$ cat config.mk
export PLATFORM = sky130hd
export DESIGN_NAME = sseg_formatter_flat
export DESIGN_NICKNAME = d
export VERILOG_FILES = /design/src/rtl/sseg_formatter_if.sv /design/src/rtl/sseg_formatter.sv /design/src/flat_wrapper.sv
export SDC_FILE = /design/constraint.sdc
export NUM_CORES = 1
export LEC_CHECK = 0
export ABC_AREA = 1
export BUFFER_PORTS_ARGS = -buffer_cell sky130_fd_sc_hd__buf_2
export CAP_MARGIN = 25
export CORE_MARGIN = 2
export CORE_UTILIZATION = 54
export DETAILED_ROUTE_END_ITERATION = 12
export PLACE_DENSITY = 0.85
export SLEW_MARGIN = 15
export SYNTH_ARGS = -nofsm -noshare
export SYNTH_HDL_FRONTEND = slang
export SYNTH_SLANG_ARGS = --single-unit
$ cat constraint.sdc
create_clock -name clk -period 1.9 [get_ports clk]
set_clock_uncertainty 0.15 [all_clocks]
set_input_delay 0.19 -clock clk [delete_from_list [all_inputs] [get_ports clk]]
set_output_delay 0.19 -clock clk [all_outputs]
set_load 0.1 [all_outputs]
$ cat src/rtl/sseg_formatter_if.sv
// sseg_formatter_if: producer handshake plus the num/dig_en/dp_en bus that feeds the
// seven-segment controller
interface sseg_formatter_if;
   logic        in_valid;
   logic        in_ready;
   logic [15:0] in_value;
   logic [3:0]  in_dp;
   logic        busy;
   logic [13:0] num;
   logic [3:0]  dig_en;
   logic [3:0]  dp_en;
   logic        ovf;
   modport master (output in_valid, in_value, in_dp, input in_ready, busy, num, dig_en, dp_en, ovf);
   modport slave (input in_valid, in_value, in_dp, output in_ready, busy, num, dig_en, dp_en, ovf);
endinterface

$ cat src/rtl/sseg_formatter.sv
// sseg_formatter: saturates a binary value, finds leading-zero blanking with one threshold
// compare per cycle, then updates the display bus atomically five edges after transfer
module sseg_formatter #(
   parameter int MAX_VAL       = 9999,
   parameter bit BLANK_LEADING = 1'b1
) (
   input logic             clk,
   input logic             rst,
   sseg_formatter_if.slave bus
);
   typedef enum logic [2:0] {IDLE, CLAMP, CMP3, CMP2, CMP1, UPDATE} state_t;
   state_t      state;
   logic [15:0] val;
   logic [3:0]  dp;
   logic [2:0]  ndig;
   logic        ovf_pend;
   logic [3:0]  lead;
   logic [3:0]  dp_mask;
   // ndig is always 1..4 by the time UPDATE uses lead
   assign lead     = 4'b1111 >> (3'd4 - ndig);
   assign dp_mask  = dp[3] ? 4'b1111 : dp[2] ? 4'b0111 : dp[1] ? 4'b0011 : {3'b000, dp[0]};
   assign bus.in_ready = state == IDLE;
   assign bus.busy     = state != IDLE;
   always_ff @(posedge clk or negedge rst)
      if (!rst) begin
         state      <= IDLE;
         val        <= '0;
         dp         <= '0;
         ndig       <= '0;
         ovf_pend   <= 1'b0;
         bus.num    <= '0;
         bus.dig_en <= 4'b0001;
         bus.dp_en  <= '0;
         bus.ovf    <= 1'b0;
      end else
         case (state)
            IDLE:
               if (bus.in_valid) begin
                  val   <= bus.in_value;
                  dp    <= bus.in_dp;
                  state <= CLAMP;
               end
            CLAMP: begin
               ovf_pend <= val > 16'(MAX_VAL);
               if (val > 16'(MAX_VAL)) val <= 16'(MAX_VAL);
               state <= CMP3;
            end
            CMP3: begin
               ndig  <= val >= 16'd1000 ? 3'd4 : 3'd0;
               state <= CMP2;
            end
            CMP2: begin
               if (ndig == 3'd0 && val >= 16'd100) ndig <= 3'd3;
               state <= CMP1;
            end
            CMP1: begin
               if (ndig == 3'd0) ndig <= val >= 16'd10 ? 3'd2 : 3'd1;
               state <= UPDATE;
            end
            UPDATE: begin
               bus.num    <= val[13:0];
               bus.dig_en <= BLANK_LEADING ? (lead | dp_mask) : 4'b1111;
               bus.dp_en  <= dp;
               bus.ovf    <= ovf_pend;
               state      <= IDLE;
            end
            default: state <= IDLE;
         endcase
endmodule
$ cat src/flat_wrapper.sv
// flat-port wrapper written by rule: the top's interface ports become plain ports
module sseg_formatter_flat 
#(
   parameter int MAX_VAL       = 9999,
   parameter bit BLANK_LEADING = 1'b1
)
  (clk, rst, bus_in_valid, bus_in_value, bus_in_dp, bus_in_ready, bus_busy, bus_num, bus_dig_en, bus_dp_en, bus_ovf);
  sseg_formatter_if bus_i ();
  input logic clk;
  input logic rst;
  input wire logic [$bits(bus_i.in_valid)-1:0] bus_in_valid;
  input wire logic [$bits(bus_i.in_value)-1:0] bus_in_value;
  input wire logic [$bits(bus_i.in_dp)-1:0] bus_in_dp;
  output wire logic [$bits(bus_i.in_ready)-1:0] bus_in_ready;
  output wire logic [$bits(bus_i.busy)-1:0] bus_busy;
  output wire logic [$bits(bus_i.num)-1:0] bus_num;
  output wire logic [$bits(bus_i.dig_en)-1:0] bus_dig_en;
  output wire logic [$bits(bus_i.dp_en)-1:0] bus_dp_en;
  output wire logic [$bits(bus_i.ovf)-1:0] bus_ovf;
  assign bus_i.in_valid = bus_in_valid;
  assign bus_i.in_value = bus_in_value;
  assign bus_i.in_dp = bus_in_dp;
  assign bus_in_ready = bus_i.in_ready;
  assign bus_busy = bus_i.busy;
  assign bus_num = bus_i.num;
  assign bus_dig_en = bus_i.dig_en;
  assign bus_dp_en = bus_i.dp_en;
  assign bus_ovf = bus_i.ovf;
  sseg_formatter #(.MAX_VAL(MAX_VAL), .BLANK_LEADING(BLANK_LEADING)) u_core (.clk(clk), .rst(rst), .bus(bus_i));
endmodule
==> metrics.txt, run 1 <==
status=finished clean; CP cell instances=inv_1, nand2_1, nor2_4, inv_1, buf_2; Final Max Slew Viols=0; via count=2025; largest cells by area after synthesis=dfrtp_1 51%, nand2_1 17%, inv_1 6.4%; crit path max fanout=6; worst reg2reg endpoint=u_core.val[10]$_DFFE_PN0P_; Worst-path clk slew=0.09 ns; crit share post-route=a little over nine tenths; first-pass GRT wire length=between 8000 and 9000 microns; CP arrival=1.49 ns; GRT Util Overall=21.1%; EDFF count, synth=0; final wirelength=4780 microns; CP delay by family, top=buffers and inverters; # H-tree levels=2; Data required, critical path=1.56 ns; 1st-iter DRT viols=116; Clk Latency, worst-skew pair=between 0.3 and 0.4 ns; via-per-instance ratio=4.86; Max Freq=545 MHz; antenna cell count=0; Max clock buf depth=2; Worst path slowest cell=dfrtp_1; depth of the worst hold-timing path=4; cell area after synthesis=~2400 sq um; leading area contributor after synthesis=dfrtp_1; Final Setup Violations=0; RSZ-0062 raised after global routing=no; largest net degree at the start of global routing=28; Post-Syn Instances=slightly above 300; Worst-Margin Slew=0.501 ns; Synth Warn #=0; Area growth syn-to-layout=17.7%; Hold Slack=0.00823 ns; Die Height=a little over 70 microns; # Max-Cap Violations=0; register bit count reported by yosys=50; Die W=roughly 70 microns; RR Startpoint=u_core.state[2]$_DFFE_PN0P_; number of buffers created by CTS=5; cell mode on critical path=inv_1; HP Start=bus_in_value[3]; Remaining DRCs=0; I/O Buffers=47; Final Hold Fails=0; share of cells above drive strength 1=20.5%; clk sinks=50; ys flop type=dfrtp_1; Hold EP=u_core.val[3]$_DFFE_PN0P_; initial antenna violation count=0; Worst Hold Class=input pin to flop; minimum clock period=1.83 ns; Root Buffer Master=clkbuf_8; share of the synthesized area in the top cell type=roughly half; CTS tree=done; top post-synthesis cells by count=108 x nand2_1, 49 x dfrtp_1, 41 x inv_1, 33 x nor2_1, 22 x nand3_1; Initial Util=55.9%; Startpoint Class=flop; critical path class=flop to primary output; Final ANT Viol Nets=0; total grt overflow=0; GPL Wtd Cong=0.815; vias in the first global route=1964; normalized max-slew margin=66.8%; CP Capture Type=primary output; count leader, synth=nand2_1; num ports=between 40 and 50; syn nets=337; flop2flop setup slack=0.28 ns; DPL Wire Length=3480 microns; drt wl/cell=11.5 microns; CP Buf/Inv Count=3; Register-to-Register Path Depth=7; die area=5030 sq um; Pre-antenna DRT Iters=4; # rows=24; critical path's largest stage delay=0.45 ns; Syn Area/Cell=7.80 sq um; FFs w/ async S/R, synth=100%; Seq/Total Area, Yosys=51.8%; Synth cell types=23; Core Region=4320 sq um; nets@finish=391
-- logic make-up after synthesis --
logic type / synth area share, %
and+or+nand+nor: 31.1
buffers and inverters: 9.21
DFF: 51.8
AOI/OAI and AO/OA: 5.79
adders and majority gates: 2.07
-- per-layer routing --
metal | routed length (microns) | share of wire [%] | GRT usage, %
met5 | 0 | 0 | 0
met4 | 57 | 1.2 | 6.29
met3 | 173 | 3.6 | 5.70
met2 | 2380 | 50 | 36.8
met1 | 2170 | 45 | 25.8
-- cell usage in the layout (no fill, tap or decap), types with 2 or more instances in the layout --
cell,instances
o21ai_0,18
or2_2,7
inv_1,41
dfrtp_1,49
nor2_2,2
nand2_1,108
buf_4,4
nor2_1,33
nand2_4,2
clkinv_2,2
clkbuf_8,5
nor3_1,2
dlygate4sd3_1,5
buf_2,46
ha_1,4
nand2_2,2
a21oi_1,5
nand3_1,22
-- timing repair --
item,4_1_cts,5_1_grt
resized for setup,0,1
buffers inserted,0,0
hold buffers,5,0
endpoints found under the setup margin,0,1
hold endpoints to repair,54,0
-- sequential cells by signal (all words and copies together) (netlist names) --
register and flops:
u_core.dp 4, u_core.state 3, u_core.bus.num 14, u_core.val 16
u_core.bus.dig_en 4, u_core.bus.dp_en 4, u_core.ndig 3, u_core.bus.ovf 1
u_core.ovf_pend 1
-- cell type report --
type | instances | area (sq um)
timing repair buffer | 56 | 318
clock buffer | 5 | 68.8
multi-input combinational | 210 | 948
fill | 385 | 1480
tap | 52 | 65.1
sequential | 50 | 1250
inverter | 41 | 154
clock inverter | 3 | 40.0
-- worst min-delay path, delay by kind of cell --
family | cells | cell delay (ns)
buffers and inverters | 1 | 0.07
AND/OR/NAND/NOR | 3 | 0.17
-- worst max-delay path by stage --
stage                                      startpoint                    endpoint  slack, ns  cells after the start
after floorplan           u_core.state[0]$_DFFE_PN0P_                    bus_busy      -0.15                      4
after global placement     u_core.val[11]$_DFFE_PN0P_  u_core.val[10]$_DFFE_PN0P_       0.34                      8
after detailed placement   u_core.val[11]$_DFFE_PN0P_   u_core.val[4]$_DFFE_PN0P_       0.30                      8
after CTS                 u_core.state[0]$_DFFE_PN0P_                bus_in_ready      0.005                      4
after global routing      u_core.state[0]$_DFFE_PN0P_                    bus_busy      0.004                      5
final                     u_core.state[0]$_DFFE_PN0P_                    bus_busy       0.07                      5
-- through the flow --
| step | util, % | setup slack, ns | cells | setup TNS, ns | cell area, sq um |
|---|---|---|---|---|---|
| floorplan | - | -0.147 | 310 | -0.147 | 2420 |
| global placement | 62.1 | 0.340 | 404 | 0 | 2690 |
| detailed placement | 62.1 | 0.301 | 404 | 0 | 2690 |
| CTS | 65.8 | 0.00529 | 417 | 0 | 2840 |
| global route | 65.8 | 0.00355 | 417 | 0 | 2850 |
| finish | 65.8 | 0.0659 | 417 | 0 | 2850 |
Power of run 1 is not shown: default switching activity piles up to over one toggle a cycle in this logic, so the estimate is an artifact.
==> inputs of run 2 (changes only) <==
--- a/config.mk
+++ b/config.mk
@@ -9,10 +9,11 @@
 export BUFFER_PORTS_ARGS = -buffer_cell sky130_fd_sc_hd__buf_2
 export CAP_MARGIN = 25
 export CORE_MARGIN = 2
-export CORE_UTILIZATION = 54
+export CORE_UTILIZATION = 42
 export DETAILED_ROUTE_END_ITERATION = 12
-export PLACE_DENSITY = 0.85
+export PLACE_DENSITY = 0.71
 export SLEW_MARGIN = 15
 export SYNTH_ARGS = -nofsm -noshare
 export SYNTH_HDL_FRONTEND = slang
 export SYNTH_SLANG_ARGS = --single-unit
+export TNS_END_PERCENT = 10
==> constraint.sdc (replaced) <==
create_clock -name clk -period 2.15 [get_ports clk]
set_clock_uncertainty 0.15 [all_clocks]
set_input_delay 0.215 -clock clk [delete_from_list [all_inputs] [get_ports clk]]
set_output_delay 0.215 -clock clk [all_outputs]
set_load 0.1 [all_outputs]
==> run 2 against run 1 <==
Highest routed layer unchanged. Via count fell by 1.3%. Sequential cell count did not move. First-iteration DRC count rose by 32%. Cell count rose by 3.6%.
==> metrics.txt, run 2 (same netlist as run 1, synthesis figures left out) <==
CP cell instances=inv_1, nand2_1, nor2_4, buf_2; CTS tree=done; minimum clock period=1.92 ns; via count=1999 (-1.3%); number of buffers created by CTS=5 (unchanged); Area growth syn-to-layout=17.5%; commonest cells after routing, fill and taps aside=108 x nand2_1, 49 x dfrtp_1, 47 x buf_2; CP Capture Type=primary output; critical path's largest stage delay=0.45 ns (about the same); Core Region=5540 sq um (+28%); RSZ-0062 raised after global routing=no; nets@finish=386 (-1.3%); antenna cell count=0 (unchanged); Final Max Slew Viols=0 (unchanged); HP Start=bus_in_dp[0]; setup TNS=0 ns (unchanged); Register-to-Register Path Depth=7 (unchanged); crit share post-route=89.3%; worst reg2reg endpoint=u_core.val[7]$_DFFE_PN0P_; final wirelength=4650 microns (-2.7%); GRT Util Overall=16.0% (-5.1 points); largest net degree at the start of global routing=51 (+82%); Hold Slack=0.00587 ns (-0.00236 ns); via-per-instance ratio=4.63 (-4.7%); total grt overflow=0 (unchanged); critical path class=flop to primary output; clk sinks=50 (unchanged); Max Freq=521 MHz; I/O Buffers=47 (unchanged); Data required, critical path=1.78 ns (+0.22 ns); # H-tree levels=2 (unchanged); Initial Util=43.7% (-12 points); Hold EP=u_core.dp[0]$_DFFE_PN0P_; CP Buf/Inv Count=2 (-1); Max clock buf depth=2 (unchanged); Worst-Margin Slew=0.492 ns (-0.00935 ns); depth of the worst hold-timing path=3 (-1); Final Setup Violations=0 (unchanged); CP delay by family, top=buffers and inverters; normalized max-slew margin=67.4% (+0.62 points); CP arrival=1.56 ns (+0.07 ns); Startpoint Class=flop; Die W=79.9 microns (+13%); CP startpoint=u_core.state[0]$_DFFE_PN0P_; vias in the first global route=1828 (-6.9%); initial antenna violation count=0 (unchanged); RR Startpoint=u_core.state[1]$_DFFE_PN0P_; GPL Wtd Cong=0.809 (-0.77%); die area=6380 sq um (+27%); flop2flop setup slack=0.52 ns (+0.24 ns); Remaining DRCs=0 (unchanged); Root Buffer Master=clkbuf_8; Pre-antenna DRT Iters=4 (unchanged); # rows=27 (+13%); Worst Hold Class=input pin to flop; DPL Wire Length=3450 microns (-0.83%); drt wl/cell=10.8 microns (-6.1%); post-CTS sizing=0 (unchanged); Worst-path clk slew=0.08 ns (about the same); crit path max fanout=6 (unchanged); # Max-Cap Violations=0 (unchanged); Worst path slowest cell=dfrtp_1; commonest non-fill, non-tap cell in the layout=nand2_1; first-pass GRT wire length=8020 microns (-4.5%); Fillers=560 (+45%); Final Hold Fails=0 (unchanged); Clk Latency, worst-skew pair=0.30 ns (about the same); Die Height=79.9 microns (+13%); biggest regs=u_core.val x16, u_core.bus.num x14; Final ANT Viol Nets=0 (unchanged); max reg flops=16 (unchanged); num ports=48 (unchanged); Top reg by flops=u_core.val; status=finished clean; share of cells above drive strength 1=20.3% (-0.27 points); 1st-iter DRT viols=153 (+32%)
-- run 2: timing repair --
item / CTS / global route
hold buffers: 1 / 0
setup buffers: 0 / 0
endpoints found under the hold margin: 49 / 0
-- run 2: per-stage QoR --
stage / setup WS (ns) / std cells / cell area, sq um / utilization, %
2_1_floorplan: 0.0778 / 310 / 2420 / -
3_3_place_gp: 0.583 / 423 / 2720 / 49.0
3_5_place_dp: 0.533 / 423 / 2720 / 49.0
4_1_cts: 0.231 / 432 / 2840 / 51.3
5_1_grt: 0.182 / 432 / 2840 / 51.3
6_report: 0.229 / 432 / 2840 / 51.3
-- run 2: how the worst max path moves through the flow --
stage / end / slack (ns) / cells after the start
after CTS: bus_in_ready / 0.23 / 4
after floorplan: bus_busy / 0.08 / 4
final: bus_in_ready / 0.23 / 4
after global placement: bus_in_ready / 0.58 / 4
after global routing: bus_in_ready / 0.18 / 4
after detailed placement: u_core.val[12]$_DFFE_PN0P_ / 0.53 / 7
-- run 2: layout make-up --
class                   instances  area, sq um  area share [%]
flip-flops and latches         50         1250            44.1
multi-input cells             210          948            33.4
repair buffers                 51          280            9.86
inverters                      41          154            5.42
well taps                      72         90.1            3.17
clock buffers                   7         86.3            3.04
clock inverters                 1         30.0            1.06
-- run 2: worst register-to-register path, stage by stage, from the launching register on --
cell and delay (ns):
dfrtp_1 0.44, nor2_2 0.14, nand2_1 0.10, a21oi_2 0.13, nand2_2 0.22, nand2_4 0.24, nand2_1 0.09, nand2_1 0.06
-- run 2: metal layers --
metal	track usage (%)	part of all wire, %	vias to the layer above
met5	0	0	-
met4	5.59	1.8	0
met3	3.39	4.5	7
met2	27.0	48	44
met1	20.4	46	907
li1	-	-	1041
Power of run 2 is left out for the same reason.
==> inputs of run 3 (changes only) <==
--- a/config.mk
+++ b/config.mk
@@ -9,9 +9,9 @@
 export BUFFER_PORTS_ARGS = -buffer_cell sky130_fd_sc_hd__buf_2
 export CAP_MARGIN = 25
 export CORE_MARGIN = 2
-export CORE_UTILIZATION = 42
+export CORE_UTILIZATION = 35
 export DETAILED_ROUTE_END_ITERATION = 12
-export PLACE_DENSITY = 0.71
+export PLACE_DENSITY = 0.62
 export SLEW_MARGIN = 15
 export SYNTH_ARGS = -nofsm -noshare
 export SYNTH_HDL_FRONTEND = slang
==> constraint.sdc (replaced) <==
create_clock -name clk -period 1.8 [get_ports clk]
set_clock_uncertainty 0.15 [all_clocks]
set_input_delay 0.18 -clock clk [delete_from_list [all_inputs] [get_ports clk]]
set_output_delay 0.18 -clock clk [all_outputs]
set_load 0.1 [all_outputs]
==> run 3 against run 2 <==
Utilization shrank 8.0 points. Non-clock buffer count rose by 7. Cell area rose by 2.9%. Sequential share of layout area decreased by 1.2 points. Die area is 19% higher. Sequential cell count unchanged. Wire length is 1.8% higher. Register-to-register slack worse by 0.31 ns. Cell count increased by 3.5%. Global-route usage down 2.7 points. Highest routed layer unchanged.
==> metrics.txt, run 3 (same netlist as run 1, synthesis figures left out) <==
CP startpoint=u_core.state[0]$_DFFE_PN0P_; Pre-antenna DRT Iters=4 (unchanged); worst reg2reg endpoint=u_core.val[14]$_DFFE_PN0P_; minimum clock period=1.71 ns; antenna cell count=0 (unchanged); Post-DP Area=2750 sq um (+1.1%); final wirelength=4730 microns (+1.8%); post-CTS setup buffer count=0 (unchanged); GRT Util Overall=13.4% (-2.7 points); max reg flops=16 (unchanged); # Max-Cap Violations=0 (unchanged); final instance area=2920 sq um (+2.9%); Top reg by flops=u_core.val; Final Hold Fails=0 (unchanged); num ports=48 (unchanged); Hold Slack=0.00840 ns (+0.00253 ns); CP Capture Type=primary output; register area=1250 sq um (about the same); Max Freq=roughly 600 MHz; via-per-instance ratio=4.41 (-4.8%); RSZ-0062 raised after global routing=no; commonest non-fill, non-tap cell in the layout=nand2_1; Startpoint Class=flop; I/O Buffers=47 (unchanged); DPL Wire Length=3580 microns (+3.8%); DP Cell Count=433 (+2.4%); biggest regs=u_core.val x16, u_core.bus.num x14; normalized max-slew margin=67.8% (+0.38 points); Fillers=717 (+28%); Worst-path clk slew=0.09 ns (about the same); clk sinks=50 (unchanged); Core Region=6760 sq um (+22%); Data required, critical path=1.47 ns (-0.31 ns); Worst-Margin Slew=0.486 ns (-0.00572 ns); fin cells=447 (+3.5%); number of buffers created by CTS=5 (unchanged); Die Height=87.1 microns (+9.1%); commonest cells after routing, fill and taps aside=107 x nand2_1, 48 x dfrtp_1, 45 x buf_2; Final Max Slew Viols=0 (unchanged); setup TNS=0 ns (unchanged); Register-to-Register Path Depth=7 (unchanged); 1st-iter DRT viols=71 (-54%); Initial Util=35.8% (-7.9 points); CP arrival=1.38 ns (-0.18 ns); share of cells above drive strength 1=21.3% (+0.98 points); status=finished clean; first-pass GRT wire length=8080 microns (+0.77%); Final Setup Violations=0 (unchanged); Worst Setup EP=bus_busy; vias in the first global route=1858 (+1.6%); nets@finish=393 (+1.8%); drt wl/cell=10.6 microns (-1.6%); largest net degree at the start of global routing=30 (-41%); critical path class=flop to primary output; Area growth syn-to-layout=20.8%; Max clock buf depth=2 (unchanged); Clk Latency, worst-skew pair=0.30 ns (about the same); # rows=30 (+11%); Root Buffer Master=clkbuf_8; Final ANT Viol Nets=0 (unchanged); crit path max fanout=6 (unchanged); Remaining DRCs=0 (unchanged); initial antenna violation count=0 (unchanged); # H-tree levels=2 (unchanged); crit share post-route=94.8%; CTS tree=done; flop2flop setup slack=0.21 ns (-0.31 ns); Die W=87.1 microns (+9.1%); RR Startpoint=u_core.state[2]$_DFFE_PN0P_; multi-input gate area in the final layout=960 sq um (+1.2%); GPL Wtd Cong=0.812 (+0.42%); Worst Hold Class=input pin to flop; via count=1970 (-1.5%); total grt overflow=0 (unchanged); die area=7590 sq um (+19%)
## run 3: metrics by stage
stage | setup slack, ns | utilization, %
floorplan | -0.225 | -
global placement | 0.216 | 40.6
detailed placement | 0.181 | 40.6
CTS | 0.000313 | 43.1
global route | 0.0149 | 43.3
finish | 0.0940 | 43.3
## run 3: cell type report
cell class | count | area share (%)
Multi-Input combinational cell | 210 | 32.8
Clock inverter | 1 | 0.300
Inverter | 41 | 5.27
Clock buffer | 7 | 3.30
Timing Repair Buffer | 58 | 12.0
Sequential cell | 50 | 42.9
Tap cell | 80 | 3.42
## run 3: layer usage
layer	up-vias	GRT usage, %	wire length (microns)
met5	-	0	0
met4	0	4.62	64
met3	5	2.65	168
met2	39	22.5	2170
met1	867	17.2	2330
li1	1059	-	-
## run 3: worst min path at each step
stage | cells past startpoint | slack, ns | startpoint | endpoint
floorplan | 0 | -0.27 | rst | u_core.bus.dig_en[1]$_DFFE_PN0N_
global placement | 1 | -0.18 | rst | u_core.bus.dp_en[3]$_DFFE_PN0N_
detailed placement | 1 | -0.18 | rst | u_core.bus.dp_en[3]$_DFFE_PN0N_
CTS | 4 | 0.00004 | bus_in_value[0] | u_core.val[0]$_DFFE_PN0P_
global route | 4 | 0.02 | bus_in_value[0] | u_core.val[0]$_DFFE_PN0P_
finish | 4 | 0.008 | bus_in_value[0] | u_core.val[0]$_DFFE_PN0P_
## run 3: worst max-delay path, cell delays in order, from the launching register on
cell	delay (ns)
dfrtp_2	0.45
inv_1	0.09
nand2_2	0.08
nor2_4	0.18
inv_1	0.06
buf_4	0.23
## run 3: repair_timing
| action | 4_1_cts | 5_1_grt |
|---|---|---|
| endpoints found under the hold margin | 55 | 0 |
| hold buffers | 6 | 0 |
| gates resized for setup | 0 | 4 |
| setup endpoints to repair | 0 | 10 |
Power of run 3 is left out for the same reason.
